$ cat src/rtl/cmd_encoder.sv
// Serialises high-level correlator requests into opcode/payload bytes on a valid/ready stream.
// Optional feature macro: CMD_ENCODER_INDEX_CACHE_EN (skip SET_INDEX when the target index is already selected).
module cmd_encoder #(
  parameter int NUM_INPUTS = 4,
  parameter int DELAY_BITS = 32
) (
  input  logic                  clk,
  input  logic                  reset_n,
  input  logic                  cmd_valid,
  output logic                  cmd_ready,
  input  logic [1:0]            cmd_op,
  input  logic [3:0]            cmd_index,
  input  logic [DELAY_BITS-1:0] cmd_value,
  output logic [7:0]            tx_byte,
  output logic                  tx_valid,
  input  logic                  tx_ready,
  output logic                  done,
  output logic                  error
);
  localparam int NIBBLES = DELAY_BITS / 4;

  localparam logic [1:0] OP_DELAY   = 2'd0;
  localparam logic [1:0] OP_LEDS    = 2'd1;
  localparam logic [1:0] OP_BAUD    = 2'd2;

  localparam logic [3:0] OPC_CLEAR          = 4'h0;
  localparam logic [3:0] OPC_SET_INDEX      = 4'h1;
  localparam logic [3:0] OPC_SET_LEDS       = 4'h2;
  localparam logic [3:0] OPC_SET_BAUD       = 4'h3;
  localparam logic [3:0] OPC_SET_DELAY      = 4'h4;
  localparam logic [3:0] OPC_ENABLE_CAPTURE = 4'hD;

  typedef enum logic [1:0] {IDLE = 2'd0, SEND = 2'd1, DONE = 2'd2} state_t;

  state_t                state_q, state_d;
  logic [3:0]            cnt_q, cnt_d;
  logic                  run_q;
  logic                  err_q, err_d;
  logic                  skip_q, skip_d;
  logic                  load;
  logic [1:0]            op_q;
  logic [3:0]            idx_q;
  logic [DELAY_BITS-1:0] val_q;
  logic                  bad_index, hit, last;
  logic [3:0]            pos, len;

  function automatic logic [3:0] seq_len(input logic [1:0] op, input logic skip);
    case (op)
      OP_DELAY: seq_len = 4'(2 + NIBBLES) - {3'b000, skip};
      OP_LEDS:  seq_len = 4'd2 - {3'b000, skip};
      default:  seq_len = 4'd1;
    endcase
  endfunction

  // p is the position in the full (uncached) sequence for this opcode.
  function automatic logic [7:0] enc_byte(input logic [1:0] op, input logic [3:0] p,
                                          input logic [3:0] idx, input logic [DELAY_BITS-1:0] val);
    logic [DELAY_BITS-1:0] sh;
    sh = val >> {p - 4'd2, 2'b00};
    case (op)
      OP_DELAY: begin
        if (p == 4'd0)      enc_byte = {4'h0, OPC_CLEAR};
        else if (p == 4'd1) enc_byte = {idx, OPC_SET_INDEX};
        else                enc_byte = {sh[3:0], OPC_SET_DELAY};
      end
      OP_LEDS: begin
        if (p == 4'd0) enc_byte = {idx, OPC_SET_INDEX};
        else           enc_byte = {2'b00, val[1:0], OPC_SET_LEDS};
      end
      OP_BAUD: enc_byte = {val[3:0], OPC_SET_BAUD};
      default: enc_byte = {3'b000, val[0], OPC_ENABLE_CAPTURE};
    endcase
  endfunction

  assign bad_index = ((cmd_op == OP_DELAY) || (cmd_op == OP_LEDS)) &&
                     ({1'b0, cmd_index} >= 5'(NUM_INPUTS));

  // A skipped SET_INDEX shifts every later byte of the sequence by one slot.
  assign pos  = cnt_q + {3'b000, skip_q && ((op_q == OP_LEDS) || (cnt_q != 4'd0))};
  assign len  = seq_len(op_q, skip_q);
  assign last = (cnt_q == (len - 4'd1));

  assign tx_valid  = (state_q == SEND);
  assign tx_byte   = tx_valid ? enc_byte(op_q, pos, idx_q, val_q) : 8'h00;
  assign cmd_ready = run_q && (state_q == IDLE);
  assign done      = (state_q == DONE);
  assign error     = err_q;

`ifdef CMD_ENCODER_INDEX_CACHE_EN
  logic       cache_vld_q;
  logic [3:0] cache_idx_q;
  logic       idx_sent;

  assign idx_sent = tx_valid && tx_ready && (tx_byte[3:0] == OPC_SET_INDEX);
  assign hit      = cache_vld_q && (cache_idx_q == cmd_index) &&
                    ((cmd_op == OP_DELAY) || (cmd_op == OP_LEDS));

  always_ff @(posedge clk or negedge reset_n) begin
    if (!reset_n)      cache_vld_q <= 1'b0;
    else if (idx_sent) cache_vld_q <= 1'b1;
  end

  always_ff @(posedge clk) begin
    if (idx_sent) cache_idx_q <= idx_q;
  end
`else
  assign hit = 1'b0;
`endif

  always_comb begin
    state_d = state_q;
    cnt_d   = cnt_q;
    err_d   = 1'b0;
    skip_d  = skip_q;
    load    = 1'b0;
    case (state_q)
      IDLE: begin
        if (cmd_ready && cmd_valid) begin
          if (bad_index) begin
            err_d = 1'b1;
          end else begin
            load    = 1'b1;
            state_d = SEND;
            cnt_d   = 4'd0;
            skip_d  = hit;
          end
        end
      end
      SEND: begin
        if (tx_ready) begin
          if (last) state_d = DONE;
          else      cnt_d   = cnt_q + 4'd1;
        end
      end
      DONE:    state_d = IDLE;
      default: state_d = IDLE;
    endcase
  end

  always_ff @(posedge clk or negedge reset_n) begin
    if (!reset_n) begin
      state_q <= IDLE;
      cnt_q   <= 4'd0;
      run_q   <= 1'b0;
      err_q   <= 1'b0;
      skip_q  <= 1'b0;
    end else begin
      state_q <= state_d;
      cnt_q   <= cnt_d;
      run_q   <= 1'b1;
      err_q   <= err_d;
      skip_q  <= skip_d;
    end
  end

  // Request payload is only meaningful while SEND, so it carries no reset.
  always_ff @(posedge clk) begin
    if (load) begin
      op_q  <= cmd_op;
      idx_q <= cmd_index;
      val_q <= cmd_value;
    end
  end
endmodule

$ cat config.mk
export PLATFORM = sky130hd
export DESIGN_NAME = cmd_encoder
export DESIGN_NICKNAME = d
export VERILOG_FILES = /design/src/rtl/cmd_encoder.sv
export SDC_FILE = /design/constraint.sdc
export NUM_CORES = 1
export LEC_CHECK = 0
export BUFFER_PORTS_ARGS = -buffer_cell sky130_fd_sc_hd__clkbuf_2
export CAP_MARGIN = 20
export CORE_MARGIN = 2
export CORE_UTILIZATION = 56
export DETAILED_ROUTE_END_ITERATION = 6
export PLACE_DENSITY = 0.84
export SYNTH_ARGS = -nofsm -noshare
export SYNTH_HDL_FRONTEND = slang
export SYNTH_SLANG_ARGS = --single-unit
$ cat constraint.sdc
create_clock -name clk -period 6 [get_ports clk]
set_clock_uncertainty 0.1 [all_clocks]
set_input_delay 1.2 -clock clk [delete_from_list [all_inputs] [get_ports clk]]
set_output_delay 1.2 -clock clk [all_outputs]
set_load 0.02 [all_outputs]
# Word level (Yosys, flattened, before mapping)
# Cells that the tools add are included.
[classes]
addsub = 3
n_div = 0
n_eq_ne = 12
multipliers = 0
reduce_logical = 11
magnitude_cmp = 1
n_bitwise = 0
shifts = 1
mux = 22
[ops]
columns = ["op", "count"]
rows = [
  ["8-bit two-way mux", 4],
  ["32-bit by 6-bit >> shifter with 4-bit output", 1],
  ["8-bit case mux with 3 select lines", 1],
  ["4-bit two-way mux", 4],
  ["4-bit case mux with 2 select lines", 2],
  ["2-bit two-way mux", 4],
  ["2-bit by 1-bit == test with 1-bit output, second input constant", 3],
  ["2-bit zero test", 3],
  ["1-bit two-way mux", 6],
  ["2-bit by 1-bit inequality test with 1-bit output, second input constant", 3],
  ["5-bit AND reduction", 1],
  ["4-bit by 1-bit adder with 4-bit output, second input constant", 1],
  ["2-bit == test, second input constant", 2],
  ["4-bit by 1-bit == test with 1-bit output, second input constant", 1],
  ["4-bit == test", 1],
  ["4-bit by 3-bit greater-or-equal comparator with 1-bit output, second input constant", 1],
  ["4-bit zero test", 1],
  ["2-bit inequality test, second input constant", 2],
  ["2-bit case mux with 2 select lines", 1],
  ["4-bit AND reduction", 1],
  ["4-bit by 1-bit subtractor with 4-bit output, second input constant", 1],
  ["4-bit by 2-bit subtractor with 4-bit output, second input constant", 1],
  ["1-bit logical AND", 3],
  ["2-bit nonzero test", 1],
  ["1-bit logical OR", 1],
]
[totals]
ram_bits = 0
elab_cells = 57
ff_bits = 46
mem_count = 0
latch_bits = 0
output_inout_bits = 12
mem_bits_ro = 0

# Longest topological paths before layout
# Gate-level depths: netlist of run 1.
[depth]
depth_word = 7
mapped_depth = 7
mapped_depth_nobuf = 6

# Worst setup path before layout of run 1
# No wires, ideal clock.
[synth_path]
kind = "flip-flop to output port"
from = "register cnt_q[1]"
to = "output port tx_byte[4]"
arrival_ps = 2164
path_slack_ps = 2536
stages_incl_launch_ff = 8
t_required_ps = 4700
path_buffers = 1
cell_sequence = "dfrtp_1 -> clkbuf_1 -> inv_1 -> ha_1 -> nand3b_1 -> a211oi_1 -> a32oi_1 -> o22ai_1"
[synth_via]
elab_chain_len = 6
word_cells_on_any_way = 9
cone_classes = "add/sub (1); eq/ne (1); shift (1); mux (5); reduce/logical (1)"
[synth_lines]
columns = ["element", "line", "text"]
rows = [
  ["start: declaration", "36", "logic [3:0] cnt_q, cnt_d;"],
  ["start signal: assignment", "149", "cnt_q <= cnt_d;"],
  ["4-bit by 2-bit subtractor with 4-bit output", "59", "sh = val >> {p - 4'd2, 2'b00};"],
  ["32-bit by 6-bit >> shifter with 4-bit output", "59", ""],
  ["8-bit two-way mux", "63", "else if (p == 4'd1) enc_byte = {idx, OPC_SET_INDEX};"],
  ["8-bit two-way mux", "62", "if (p == 4'd0) enc_byte = {4'h0, OPC_CLEAR};"],
  ["8-bit case mux with 3 select lines (*)", "60", "case (op)"],
  ["8-bit two-way mux (*)", "84", "assign tx_byte = tx_valid ? enc_byte(op_q, pos, idx_q, val_q) : 8'h00;"],
  ["end: declaration", "14", "output logic [7:0] tx_byte,"],
]
# Every way passes the cells marked *; elsewhere a longest branch is shown, timed or not.

# Final worst setup path of run 1
[layout_path]
from = "register cnt_q[0]"
to = "output port tx_byte[5]"
# The elaborated chain is that of the path after synthesis.

==> results.json, run 1 <==
{
  "fin_nets": 249,
  "root_buffer": "clkbuf_8",
  "netSwitchingFraction_pct": 33.9,
  "slew_headroom_pct": 51.5,
  "drc": 0,
  "post_drt_wl_per_cell_um": 15.9,
  "syn_area_per_cell_um2": 14.7,
  "die_h_um": 65.3,
  "cts.clk_slew.worst_paths_ps": 80,
  "place.gp.congestion": 0.804,
  "p_per_area_mw_per_mm2": 368,
  "io-pin-count": 54,
  "drt_wl_total_um": 3940,
  "hold_class": "flip-flop to flip-flop",
  "antenna_left": 0,
  "cts_tree": "built",
  "grt_pass1_vias": 1409,
  "grt_first_pass_wirelength_um": 6580,
  "start_util_pct": 57.9,
  "fin_crit_sh_pct": 70.4,
  "power_frac_seq_pct": 47.4,
  "core.rowCount": 22,
  "synth-seq-cells": 46,
  "synth_area_mm2": 0.00210,
  "yosys-top-cells-area": "edfxtp_1, dfrtp_1, mux4_2",
  "power.internal_w": 0.000605,
  "cts_resized": 0,
  "dpl_cell_area_mm2": 0.00240,
  "diodes": 0,
  "fin_ws_ps": 1780,
  "period_needed_ps": 4220,
  "path_max_fanout": 16,
  "place_ws_ps": 2070,
  "die_x_um": 65.3,
  "syn-instance-count": 143,
  "synth_warnings": 0,
  "final_area_mm2": 0.00249,
  "status": "finished, final reports clean",
  "worstMarginPinSlew_ps": 724,
  "p_leak_nw": 0.998,
  "power_frac_comb_pct": 33.3,
  "end_kind": "output port",
  "fmax_mhz": 237,
  "cpPeakStageDelay_ps": 800,
  "drive_gt1_share_pct": 35.7,
  "synth_top_cell_area_share_pct": 54.3,
  "finalSetupTns_ps": 0,
  "first_pass_iters": 4,
  "finalHoldViolations": 0,
  "core-area_mm2": 0.00363,
  "worstPathArrival_ps": 2920,
  "vias": 1374,
  "clock_latency_ps": 290,
  "path_cells": "inv_1, ha_1, nand3b_1, a211oi_1, a22oi_1, o22ai_1, clkbuf_2",
  "antenna_found_initial": 0,
  "cts_hold_buf": 0,
  "cts_setup_buffers": 0,
  "setup-violations-final": 0,
  "cts_buffer_depth": 2,
  "numCtsBuffers": 5,
  "synth_nets": 194,
  "area_delta_synth_final_pct": 18.2,
  "dp_hpwl_um": 3090,
  "drt-vias-per-instance": 5.56,
  "power.switching_w": 0.000309,
  "cp-start-kind": "flip-flop",
  "dieArea_mm2": 0.00426,
  "cts_sinks": 46,
  "first_iter_violations": 89,
  "portBuffers": 53,
  "finalMaxSlewViolations": 0,
  "max-cap-violations": 0,
  "p_clk_share_pct": 19.3,
  "yosys.area.top_type": "edfxtp_1",
  "critPathKind": "flip-flop to output port",
  "grt_max_degree": 38,
  "slowest_stage": "dfrtp_1",
  "peakVddDrop_mv": 0.200,
  "rsz0062_at_grt": "no",
  "cp_data_required_time_ps": 4700,
  "ys_types": 39,
  "grtUsageTotal_pct": 21.0,
  "synth-seq-area-share_pct": 63.8,
  "overflow": 0,
  "h-tree-depth": 2
}
-- stage by stage --
| step | std cells | hold WS, ps | utilization, % | power, W |
|---|---|---|---|---|
| 4_1_cts | 247 | 465 | 68.4 | 0.000923 |
| 5_1_grt | 247 | 536 | 68.4 | 0.000971 |
| 2_1_floorplan | 143 | 450 | - | 0.000666 |
| 6_report | 247 | 465 | 68.4 | 0.000914 |
| 3_3_place_gp | 239 | 443 | 66.1 | 0.000730 |
| 3_5_place_dp | 239 | 453 | 66.1 | 0.000748 |
-- worst max-delay path, delay by kind of cell (launching register included) --
family,cells,cell delay (ps)
fa+ha+maj,1,270
simple gates,1,160
buf+inv,2,380
compound gates,3,1030
flops,1,800
-- cell usage after synthesis --
cell / count
a211o_1: 1
a211oi_1: 2
a21o_2: 1
a21oi_1: 1
a22oi_1: 3
a32oi_1: 1
and3_4: 1
buf_1: 1
buf_2: 1
buf_4: 1
buf_6: 1
clkbuf_1: 2
conb_1: 1
dfrtp_1: 8
edfxtp_1: 38
ha_1: 9
inv_1: 10
mux2i_1: 4
mux4_2: 8
nand2_1: 8
nand2b_1: 1
nand3_1: 5
nand3b_1: 1
nand4_1: 1
nor2_1: 9
nor2b_1: 1
nor3_1: 2
nor3b_1: 2
nor4_1: 2
nor4bb_1: 1
o211ai_1: 1
o21ai_0: 3
o21bai_1: 2
o22ai_1: 4
o311ai_1: 1
o31a_1: 1
o31ai_1: 2
o41ai_1: 1
or3_1: 1
-- layer usage --
metal / vias up / share of wire, % / track usage [%]
li1: 657 / - / -
met3: 9 / 5.9 / 4.62
met1: 658 / 39 / 26.0
met5: - / 0 / 0
met2: 50 / 54 / 35.5
met4: 0 / 1.6 / 9.38
-- registers in the layout, indices dropped and copies added, names as in the netlist --
name,cells
run_q,1
val_q,32
idx_q,4
error,1
state_q,2
cnt_q,4
op_q,2
-- power by group through the flow --
| stage | clock network, W | logic [W] | registers [W] |
|---|---|---|---|
| floorplan | 0 | 0.000260 | 0.000407 |
| global placement | 0 | 0.000292 | 0.000439 |
| detailed placement | 0 | 0.000305 | 0.000442 |
| CTS | 0.000182 | 0.000306 | 0.000435 |
| global route | 0.000195 | 0.000332 | 0.000444 |
| finish | 0.000177 | 0.000304 | 0.000433 |
-- cells by family (layout without fill, tap and decap cells) --
| logic type | Yosys count | after routing | synth area share (%) |
|---|---|---|---|
| compound gates | 24 | 24 | 8.21 |
| fa+ha+maj | 9 | 9 | 5.35 |
| buf+inv | 16 | 72 | 3.45 |
| flops | 46 | 46 | 63.8 |
| mux | 12 | 12 | 10.5 |
| other cells | 1 | 1 | 0.178 |
| simple gates | 35 | 35 | 8.57 |
-- final timing paths --
path,slack (ps),endpoint,depth (start not counted),startpoint
max in group asynchronous,4970,cnt_q[1],1,reset_n
setup reg to reg,3910,val_q[31],4,state_q[0]
min in group asynchronous,650,state_q[1],1,reset_n
hold / removal,460,error,3,state_q[1]
hold reg to reg,460,error,3,state_q[1]
setup / recovery,1780,tx_byte[5],7,cnt_q[0]
-- cell type report --
| type | count | area [µm²] |
|---|---|---|
| clock buffers | 5 | 68.8 |
| clock inverters | 3 | 16.3 |
| fillers | 278 | 1150 |
| inverters | 10 | 37.5 |
| multi-input cells | 81 | 689 |
| flip-flops and latches | 46 | 1340 |
| well taps | 48 | 60.1 |
| repair buffers | 54 | 273 |
-- cell usage in the layout (no fill, tap or decap), types with 3 or more instances in the layout --
master and n:
clkbuf_2 53, clkbuf_8 5, o22ai_1 4, ha_1 9, nand2_1 8, edfxtp_1 38
nor2_1 9, a22oi_1 3, mux2i_1 4, mux4_2 8, inv_1 10, dfrtp_1 8
nand3_1 5, o21ai_0 3
No activity file was read; power rests on OpenSTA's default activity.
==> run 2, diff against run 1 <==
CORE_UTILIZATION = 52   (was 56)
PLACE_DENSITY = 0.79   (was 0.84)
clock period = 4.4 ns   (was 6 ns; I/O delays follow)
==> run 2 against run 1 <==
Net effect:
- sequential power is 31% higher
- critical path depth stayed put
- setup slack got worse by 1100 ps
- routed wire length grew 3.9%
- first-iteration DRC count increased by 10%
- total power grew 37%
- via count grew 0.58%
- final cell count rose by 0.81%
- sequential share of layout area about the same
- largest cell class unchanged
- highest routed layer unchanged
==> results.json, run 2 (same netlist as run 1, synthesis figures left out) <==
{
  "startpoint": "cnt_q[1]",
  "path_cells": "inv_1, ha_1, nand3b_1, a211oi_1, a22oi_1, o22ai_1, clkbuf_2",
  "die_x_um": 67.6,
  "first_pass_iters": 4,
  "die_h_um": 67.6,
  "final_util_pct": 63.1,
  "max-cap-violations": 0,
  "hold_class": "input port to async pin",
  "reg2reg_depth": 4,
  "vias": 1382,
  "cts_hold_buf": 0,
  "grt_pass1_vias": 1366,
  "period_needed_ps": 3740,
  "cts_tree": "built",
  "p_clk_share_pct": 18.7,
  "h-tree-depth": 2,
  "peakVddDrop_mv": 0.229,
  "cts_resized": 0,
  "finalMaxSlewViolations": 0,
  "cts_sinks": 46,
  "cpLargestDelayFamily": "compound AO/OA/AOI/OAI gates",
  "power.switching_w": 0.000420,
  "end_kind": "output port",
  "io-pin-count": 54,
  "core-area_mm2": 0.00394,
  "clock_latency_ps": 290,
  "layoutNonFillerInstCount": 249,
  "drc": 0,
  "p_per_area_mw_per_mm2": 503,
  "cp.depth": 7,
  "post_drt_wl_per_cell_um": 16.4,
  "hold_ws_ps": 324,
  "drt-vias-per-instance": 5.55,
  "cts_buffer_depth": 2,
  "start_util_pct": 53.3,
  "final_cell_mix": "clkbuf_2, edfxtp_1, inv_1",
  "slew_headroom_pct": 49.5,
  "drive_gt1_share_pct": 35.2,
  "numCtsBuffers": 5,
  "dp.cells": 242,
  "first_iter_violations": 98,
  "cpPeakStageDelay_ps": 660,
  "setup-violations-final": 0,
  "fin_nets": 250,
  "power.internal_w": 0.000832,
  "endpoint": "tx_byte[5]",
  "critPathKind": "flip-flop to output port",
  "p_leak_nw": 1.00,
  "place.gp.congestion": 0.905,
  "root_buffer": "clkbuf_8",
  "finalHoldViolations": 0,
  "cp-start-kind": "flip-flop",
  "cp_data_required_time_ps": 3420,
  "cts_setup_buffers": 0,
  "cts.clk_slew.worst_paths_ps": 80,
  "largest_register_ffs": 32,
  "drt_wl_total_um": 4090,
  "rsz0062_at_grt": "no",
  "grtUsageTotal_pct": 19.4,
  "area_delta_synth_final_pct": 18.3,
  "slowest_stage": "dfrtp_1",
  "power_frac_comb_pct": 36.1,
  "portBuffers": 53,
  "core.rowCount": 23,
  "reg_top3": "val_q x32, cnt_q x4, idx_q x4",
  "grt_first_pass_wirelength_um": 6250,
  "status": "finished, final reports clean",
  "fin_crit_sh_pct": 85.1,
  "final_common_cell": "clkbuf_2",
  "power_frac_seq_pct": 45.2,
  "antenna_left": 0,
  "rrSetupSlack_ps": 2340,
  "crit_buf_inv": 2,
  "netSwitchingFraction_pct": 33.5,
  "dp_hpwl_um": 3130,
  "diodes": 0,
  "overflow": 0,
  "largest-register": "val_q",
  "r2r_start": "state_q[0]",
  "fmax_mhz": 267,
  "finalSetupTns_ps": 0,
  "grt_max_degree": 39,
  "worstPathArrival_ps": 2760,
  "path_max_fanout": 13,
  "worstMarginPinSlew_ps": 753,
  "antenna_found_initial": 0,
  "dieArea_mm2": 0.00457,
  "rr_endpoint": "val_q[13]"
}
[run 2: cell count changes in the layout (fill, tap and decap cells not counted)]
cell / change
buf_4: +1
clkbuf_1: +2
clkinv_1: -1
clkinv_2: -1
clkinvlp_4: -1
[run 2: power groups by stage]
stage	clock network [W]	registers [W]	logic, W
after detailed placement	0	0.000576	0.000452
final	0.000233	0.000566	0.000452
after global routing	0.000259	0.000572	0.000495
after CTS	0.000240	0.000567	0.000454
after floorplan	0	0.000555	0.000354
after global placement	0	0.000572	0.000435
[run 2: worst min-delay path by stage]
stage	from	end	slack (ps)	depth (start not counted)
final	reset_n	state_q[0]	320	1
after global routing	reset_n	state_q[0]	320	1
after CTS	reset_n	error	320	1
after detailed placement	state_q[1]	error	500	3
after global placement	state_q[1]	error	440	3
after floorplan	cnt_q[3]	cnt_q[3]	450	2
[run 2: layout make-up]
| type | instances | area (µm²) |
|---|---|---|
| fillers | 300 | 1460 |
| flip-flops and latches | 46 | 1340 |
| multi-input cells | 81 | 689 |
| repair buffers | 55 | 280 |
| clock buffers | 7 | 76.3 |
| well taps | 50 | 62.6 |
| inverters | 10 | 37.5 |
[run 2: routing by layer]
layer	up-vias	track usage (%)	wire length, µm
li1	665	-	-
met1	668	23.3	1640
met2	45	32.1	2190
met3	4	6.00	210
met4	0	8.93	47
met5	-	0	0
[run 2: metrics by stage]
| step | instance area, µm² | power [W] | setup slack (ps) |
|---|---|---|---|
| final | 2490 | 0.00125 | 658 |
| after global routing | 2490 | 0.00133 | 435 |
| after CTS | 2490 | 0.00126 | 676 |
| after floorplan | 2100 | 0.000909 | 1260 |
| after detailed placement | 2410 | 0.00103 | 1010 |
| after global placement | 2410 | 0.00101 | 1120 |
[run 2: worst reg2reg max path: stages (launching register included)]
cell,delay (ps)
dfrtp_1,410
nor3b_1,360
nand3_1,300
inv_1,110
buf_4,400
